<file path="src/rtl/instruction_fetch_if.sv">
// instruction_fetch_if: imem req/ack, branch redirect and decode valid/ready bundle of the fetch stage.
interface instruction_fetch_if #(parameter int PC_WIDTH = 64);
    logic                imem_req;
    logic [PC_WIDTH-1:0] imem_addr;
    logic                imem_ack;
    logic [31:0]         imem_rdata;
    logic                branch_redirect;
    logic [PC_WIDTH-1:0] branch_target;
    logic                inst_valid;
    logic                inst_ready;
    logic [31:0]         instruction;
    logic [PC_WIDTH-1:0] inst_pc;
    logic [10:0]         opcode;
    logic                fetch_fault;

    modport master (
        output imem_req, imem_addr, inst_valid, instruction, inst_pc, opcode, fetch_fault,
        input  imem_ack, imem_rdata, branch_redirect, branch_target, inst_ready
    );
    modport slave (
        input  imem_req, imem_addr, inst_valid, instruction, inst_pc, opcode, fetch_fault,
        output imem_ack, imem_rdata, branch_redirect, branch_target, inst_ready
    );
endinterface

</file>
<file path="src/rtl/instruction_fetch.sv">
// instruction_fetch: LEGv8 fetch stage with PC, imem req/ack, decode valid/ready and branch redirect.
// IF_MISALIGN_TRAP_EN: misaligned redirect traps into a sticky FAULT state instead of masking.
module instruction_fetch #(
    parameter int                  PC_WIDTH = 64,
    parameter logic [PC_WIDTH-1:0] RESET_PC = '0
) (
    input logic                 clk,
    input logic                 rst_n,
    instruction_fetch_if.master bus
);
`ifdef IF_MISALIGN_TRAP_EN
    typedef enum logic [2:0] {IDLE, FETCH, HOLD, DRAIN, FAULT} state_e;
`else
    typedef enum logic [1:0] {IDLE, FETCH, HOLD, DRAIN} state_e;
`endif

    state_e              state_q, state_d;
    logic [PC_WIDTH-1:0] pc_q, pc_d, req_addr_q, req_addr_d, inst_pc_q, inst_pc_d, tgt;
    logic [31:0]         inst_q, inst_d;
    logic                redir;

`ifdef IF_MISALIGN_TRAP_EN
    assign tgt = bus.branch_target;
`else
    assign tgt = bus.branch_target & ~PC_WIDTH'(3);
`endif
    assign redir = bus.branch_redirect;

    always_ff @(posedge clk or negedge rst_n) begin
        if (!rst_n) begin
            state_q    <= IDLE;
            pc_q       <= RESET_PC;
            req_addr_q <= RESET_PC;
            inst_q     <= '0;
            inst_pc_q  <= '0;
        end else begin
            state_q    <= state_d;
            pc_q       <= pc_d;
            req_addr_q <= req_addr_d;
            inst_q     <= inst_d;
            inst_pc_q  <= inst_pc_d;
        end
    end

    always_comb begin
        state_d    = state_q;
        pc_d       = pc_q;
        req_addr_d = req_addr_q;
        inst_d     = inst_q;
        inst_pc_d  = inst_pc_q;
        case (state_q)
            IDLE:  state_d = FETCH;
            FETCH: begin
                req_addr_d = pc_q;
                if (bus.imem_ack && !redir) begin
                    inst_d    = bus.imem_rdata;
                    inst_pc_d = pc_q;
                    pc_d      = pc_q + PC_WIDTH'(4);
                    state_d   = HOLD;
                end else if (redir) begin
                    // an unacked request stays on the bus until memory answers it
                    state_d = bus.imem_ack ? FETCH : DRAIN;
                end
            end
            HOLD:  state_d = (bus.inst_ready || redir) ? FETCH : HOLD;
            DRAIN: state_d = bus.imem_ack ? FETCH : DRAIN;
            default: ;
        endcase
        if (redir) pc_d = tgt;
`ifdef IF_MISALIGN_TRAP_EN
        if ((redir && |bus.branch_target[1:0]) || state_q == FAULT) state_d = FAULT;
`endif
    end

    assign bus.imem_req    = (state_q == FETCH) || (state_q == DRAIN);
    assign bus.imem_addr   = (state_q == DRAIN) ? req_addr_q : pc_q;
    assign bus.inst_valid  = state_q == HOLD;
    assign bus.instruction = inst_q;
    assign bus.inst_pc     = inst_pc_q;
    assign bus.opcode      = inst_q[31:21];
`ifdef IF_MISALIGN_TRAP_EN
    assign bus.fetch_fault = state_q == FAULT;
`else
    assign bus.fetch_fault = 1'b0;
`endif
endmodule

</file>
<file path="src/flat_wrapper.sv">
// flat-port wrapper written by rule: the top's interface ports become plain ports
module instruction_fetch_flat 
#(
    parameter int                  PC_WIDTH = 64,
    parameter logic [PC_WIDTH-1:0] RESET_PC = '0
)
  (clk, rst_n, bus_imem_req, bus_imem_addr, bus_inst_valid, bus_instruction, bus_inst_pc, bus_opcode, bus_fetch_fault, bus_imem_ack, bus_imem_rdata, bus_branch_redirect, bus_branch_target, bus_inst_ready);
  instruction_fetch_if #(.PC_WIDTH(PC_WIDTH)) bus_i ();
  input logic clk;
  input logic rst_n;
  output wire logic [$bits(bus_i.imem_req)-1:0] bus_imem_req;
  output wire logic [$bits(bus_i.imem_addr)-1:0] bus_imem_addr;
  output wire logic [$bits(bus_i.inst_valid)-1:0] bus_inst_valid;
  output wire logic [$bits(bus_i.instruction)-1:0] bus_instruction;
  output wire logic [$bits(bus_i.inst_pc)-1:0] bus_inst_pc;
  output wire logic [$bits(bus_i.opcode)-1:0] bus_opcode;
  output wire logic [$bits(bus_i.fetch_fault)-1:0] bus_fetch_fault;
  input wire logic [$bits(bus_i.imem_ack)-1:0] bus_imem_ack;
  input wire logic [$bits(bus_i.imem_rdata)-1:0] bus_imem_rdata;
  input wire logic [$bits(bus_i.branch_redirect)-1:0] bus_branch_redirect;
  input wire logic [$bits(bus_i.branch_target)-1:0] bus_branch_target;
  input wire logic [$bits(bus_i.inst_ready)-1:0] bus_inst_ready;
  assign bus_imem_req = bus_i.imem_req;
  assign bus_imem_addr = bus_i.imem_addr;
  assign bus_inst_valid = bus_i.inst_valid;
  assign bus_instruction = bus_i.instruction;
  assign bus_inst_pc = bus_i.inst_pc;
  assign bus_opcode = bus_i.opcode;
  assign bus_fetch_fault = bus_i.fetch_fault;
  assign bus_i.imem_ack = bus_imem_ack;
  assign bus_i.imem_rdata = bus_imem_rdata;
  assign bus_i.branch_redirect = bus_branch_redirect;
  assign bus_i.branch_target = bus_branch_target;
  assign bus_i.inst_ready = bus_inst_ready;
  instruction_fetch #(.PC_WIDTH(PC_WIDTH), .RESET_PC(RESET_PC)) u_core (.clk(clk), .rst_n(rst_n), .bus(bus_i));
endmodule
</file>
<file path="config.mk">
export PLATFORM = sky130hd
export DESIGN_NAME = instruction_fetch_flat
export DESIGN_NICKNAME = d
export VERILOG_FILES = /design/src/rtl/instruction_fetch_if.sv /design/src/rtl/instruction_fetch.sv /design/src/flat_wrapper.sv
export SDC_FILE = /design/constraint.sdc
export NUM_CORES = 1
export LEC_CHECK = 0
export CAP_MARGIN = 20
export CORE_ASPECT_RATIO = 1.25
export CORE_MARGIN = 8
export CORE_UTILIZATION = 53
export CTS_CLUSTER_DIAMETER = 60
export DETAILED_ROUTE_END_ITERATION = 10
export PLACE_DENSITY_LB_ADDON = 0.2
export SYNTH_ARGS = -nofsm -noshare
export SYNTH_HDL_FRONTEND = slang
export SYNTH_SLANG_ARGS = --single-unit
</file>
<file path="constraint.sdc">
create_clock -name clk -period 5.47 [get_ports clk]
set_input_delay 0.8205 -clock clk [delete_from_list [all_inputs] [get_ports clk]]
set_output_delay 0.8205 -clock clk [all_outputs]
set_load 0.02 [all_outputs]
</file>
-- After elaboration in Yosys (flattened, before gate mapping)
Cells that the tools add are included.
- register bits after elaboration: 226
- bits in latches: 0
- bits in writable memories: 0
- ROM bits: 0
- bits of input ports: 101
- word-level logic and storage cells: 28
- memories: 0
- $add $sub $neg: 1
- multiply operators: 0
- divide/modulo/power cells: 0
- $lt $le $gt $ge: 0
- equal/unequal tests: 4
- shifts and indexed selects: 0
- multiplexer cells: 9
- bitwise operators: 0
- reductions and logical operators: 9
- operator list (operator ; count):
    $mux W64 ; 4
    $add A64 B3 Y64 const B ; 1
    $mux W2 ; 4
    $pmux W2 S4 ; 1
    $eq A2 B2 Y1 const B ; 2
    $reduce_and A2 Y1 ; 2
    $reduce_bool A2 Y1 ; 2
    $ne A3 B2 Y1 const B ; 1
    $eq A2 B1 Y1 const B ; 1
    $logic_not A2 Y1 ; 1
    $logic_or A1 B1 Y1 ; 2
    $logic_and A1 B1 Y1 ; 1
    $logic_not A1 Y1 ; 1

-- Logic depth before layout (Yosys ltp)
- depth after elaboration: 5
- depth in mapped cells: 7

-- Worst setup path before layout
No wires, ideal clock.
- path type: in2reg
- start: input bus_imem_ack
- end: register u_core.pc_q[55]
- data arrival time: 2.620 ns
- required time: 5.388 ns
- slack: 2.768 ns
- stages on the path: 5
- buffers on the path: 0
- cell sequence: nand4b_4 or4_1 or4_4 or4_1 a31oi_1
- cells in the longest elaborated chain, start to end: 3
- ends and longest elaborated chain (what ; RTL line ; RTL):
    start: declaration ; flat_wrapper.sv:18 ; input wire logic [$bits(bus_i.imem_ack)-1:0] bus_imem_ack;
    $logic_and A1 B1 Y1 ; instruction_fetch.sv:55 ; if (bus.imem_ack && !redir) begin
    $reduce_bool A2 Y1 (no line) ; - ;
    $reduce_and A2 Y1 (no line) ; - ;
    end signal: assignment ; instruction_fetch.sv:38 ; pc_q <= pc_d;
    end: declaration ; instruction_fetch.sv:18 ; logic [PC_WIDTH-1:0] pc_q, pc_d, req_addr_q, req_addr_d, inst_pc_q, inst_pc_d, tgt;
No other way between the ends.
A chain may end at the register's enable or synchronous reset.

-- Worst setup path after layout
- start: register u_core.state_q[0]
- end: output bus_imem_addr[41]
- cells in the longest elaborated chain, start to end: 2
- ends and longest elaborated chain (what ; RTL line ; RTL):
    start: declaration ; instruction_fetch.sv:17 ; state_e state_q, state_d;
    start signal: assignment ; instruction_fetch.sv:37 ; state_q <= state_d;
    $eq A2 B2 Y1 ; instruction_fetch.sv:76 ; assign bus.imem_addr = (state_q == DRAIN) ? req_addr_q : pc_q;
    $mux W64 ; instruction_fetch.sv:76 ;
    end: declaration ; flat_wrapper.sv:12 ; output wire logic [$bits(bus_i.imem_addr)-1:0] bus_imem_addr;
No other way between the ends.

==> out/metrics.cfg <==
[final_layout]
fin_util = 0.713
seq_area_um2 = 5510
area_growth_pct = 33.4
multiInputGateArea_um2 = 4740
fill_cells = 1492
final_nets = 1235
drive_above_1_share = 0.235

[setup_path]
cp-startpoint = u_core.state_q[0]
critPathBufInv = 1
crit_slowest_cell = dfrtp_1
rr_worst_depth = 5
path_cells = nand2_4 > mux2_2 > clkdlybuf4s50_1
cp.required_ns = 4.65
reg2reg_from = u_core.pc_q[9]
cp-start-kind = register
critical_path_depth = 3
cp_data_arrival_time_ns = 2.88
rrSetupSlack_ns = 2.45
endpoint = bus_imem_addr[41]
rr_endpoint = u_core.pc_q[61]
crit_family = flip-flops
worstSetupPathType = reg2out
slowest_delay_ns = 0.64
worstPathMaxFanout = 62
end_kind = output pin

[routing]
drtIter0Drc = 445
routed_wl_um = 29300
avgViaCountPerCell = 5.65
drc = 0
ant_nets = 0
drt-met1-wl_um = 11200
wire_per_inst_um = 20.6
highest_layer = met5
vias = 8032
met2_length_um = 15300
dr_wl_met3_um = 2100
firstDrtPassIters = 5

[synthesis]
synth_ff_type = dfrtp_1
synth_most_common_cell = dfrtp_1
synth-seq-cells = 220
netlist_area_um2 = 10600
yosysWarnings = 0
async_reset_ff_frac = 1.00
yosysTopAreaCell = dfrtp_1
synth_common_cells = dfrtp_1, mux2_2, nand2_1
synth.avg_cell_area_um2 = 11.6
synth-edff-count = 0
seq_area_frac_synth = 0.518
synth_top_area_frac = 0.518
ys_top_cells_by_area = dfrtp_1, mux2_2, nand2_1
syn_inst = 915
synthDistinctLibCells = 45

[global_route]
grt_pass1_vias = 8145
grt-ovfl-total = 0
grtUsageTotal = 0.233
grt_max_degree = 143
grt_first_pass_wirelength_um = 46100
grt_antenna_before_repair = 4

[power]
seq_power_share = 0.372
p_leak_uw = 0.00561
ir_worst_vdd_uv = 345
p_per_area_nw_per_um2 = 446
pwr-share-clk = 0.270
swShare = 0.317
combPwrFrac = 0.358
p_int_uw = 4320
fin_total_pwr_uw = 6320
power_switching_uw = 2010

[floorplan]
initial_utilization = 0.535
die_area_um2 = 24900
fp.dieW_um = 143
core_area_um2 = 19900
die_y_um = 174
ios = 275
num_rows = 58

[sta]
worst_slack_ns = 1.77
fin_setup_tns_ns = 0
hold_violations = 0
slew_headroom = 0.352
fin_worst_skew_ns = 0.00747
setup_violations = 0
period_needed_ns = 3.70
rsz0062_at_grt = false
slew_viol_final = 0
finalCritPeriodShare = 0.677
tightest_slew_ns = 0.972
fmax_mhz = 270

[status]
status = complete, no violations

[placement]
post-dp-hpwl_um = 20500
dpl_worst_slack_ns = 1.91
gp_congestion = 0.867
portBuffers = 267

[run]
drv_cap = 0

[clock_tree]
cts_tree = yes
cts_setup_buffers = 0
clock_path_buffers = 3
ctsResizeCount = 0
htree_levels = 1
cts_buffers = 22
cts.clk_slew.worst_paths_ns = 0.06
clk_latency_ns = 0.50
cts_root_buf = clkbuf_16
cts.sinks = 220
ctsHoldBuffers = 0

[worst_hold_path]
hold_class = in2async

-- cell type report --
cell class                      count  share of cell area
Sequential cell                   220               0.388
Clock buffer                       32              0.0458
Tap cell                          270              0.0238
Timing Repair Buffer              275               0.194
Inverter                            9             0.00238
Antenna cell                        3            0.000529
Clock inverter                      8              0.0120
Multi-Input combinational cell    605               0.334
-- kinds of logic after synthesis --
group                    share of synthesized area
AO/OA/AOI/OAI                               0.0500
XOR/XNOR                                    0.0296
adder cells (fa/ha/maj)                    0.00118
buffers and inverters                       0.0406
flip-flops                                   0.518
multiplexers                                 0.229
other                                     0.000353
AND/OR/NAND/NOR                              0.131
-- metal layers --
layer / track usage / vias to the layer above
met4: 0.0639 / 2
met2: 0.416 / 247
met3: 0.0489 / 42
li1: - / 3723
met1: 0.274 / 4018
met5: 0 / -
-- power groups by stage --
stage          clock network, µW  registers [µW]  logic (µW)
6_report                    1710            2350        2260
2_1_floorplan                  0            2590         983
3_5_place_dp                   0            2380        2290
5_1_grt                     1800            2410        2380
3_3_place_gp                   0            2350        2260
4_1_cts                     1740            2350        2300
-- stage by stage --
stage / hold slack, ns / std cells / cell area (µm²)
after global routing: 0.332 / 1422 / 14200
final: 0.291 / 1422 / 14200
after CTS: 0.301 / 1419 / 14200
after floorplan: 0.446 / 919 / 10700
after detailed placement: 0.467 / 1379 / 13400
after global placement: 0.460 / 1379 / 13400
-- cells in the final DEF (no fill, tap or decap), types with 3 or more instances in the layout --
cell type / n
clkdlybuf4s50_1: 265
dfrtp_1: 220
mux2_2: 214
nand2_1: 70
o21ai_0: 49
nand4_1: 40
nor2_1: 29
nand3_1: 26
clkbuf_16: 23
xnor2_1: 18
xor2_1: 18
nor3_1: 17
nor4_1: 17
a31oi_1: 16
or4_1: 12
o31ai_1: 9
or3_1: 9
nor2b_1: 9
and3_1: 8
inv_1: 8
buf_4: 7
a221o_1: 6
conb_1: 5
bufinv_16: 5
clkbuf_1: 5
and4_1: 4
clkbuf_8: 4
diode_2: 3
mux2i_1: 3
nand2b_1: 3
-- worst min path at each step --
stage / to / slack, ns
after global routing: u_core.bus.inst_pc[24] / 0.33
after floorplan: u_core.req_addr_q[22] / 0.45
final: u_core.bus.inst_pc[24] / 0.29
after CTS: u_core.bus.inst_pc[24] / 0.30
after global placement: u_core.req_addr_q[28] / 0.46
after detailed placement: u_core.req_addr_q[28] / 0.47
-- flip-flops by register name, indices dropped and copies added, names as in the netlist --
name and count:
u_core.req_addr_q 62, u_core.pc_q 62, u_core.bus.inst_pc 62, u_core.state_q 2, u_core.bus.instruction 32
Power figures use the tool's default switching activity.
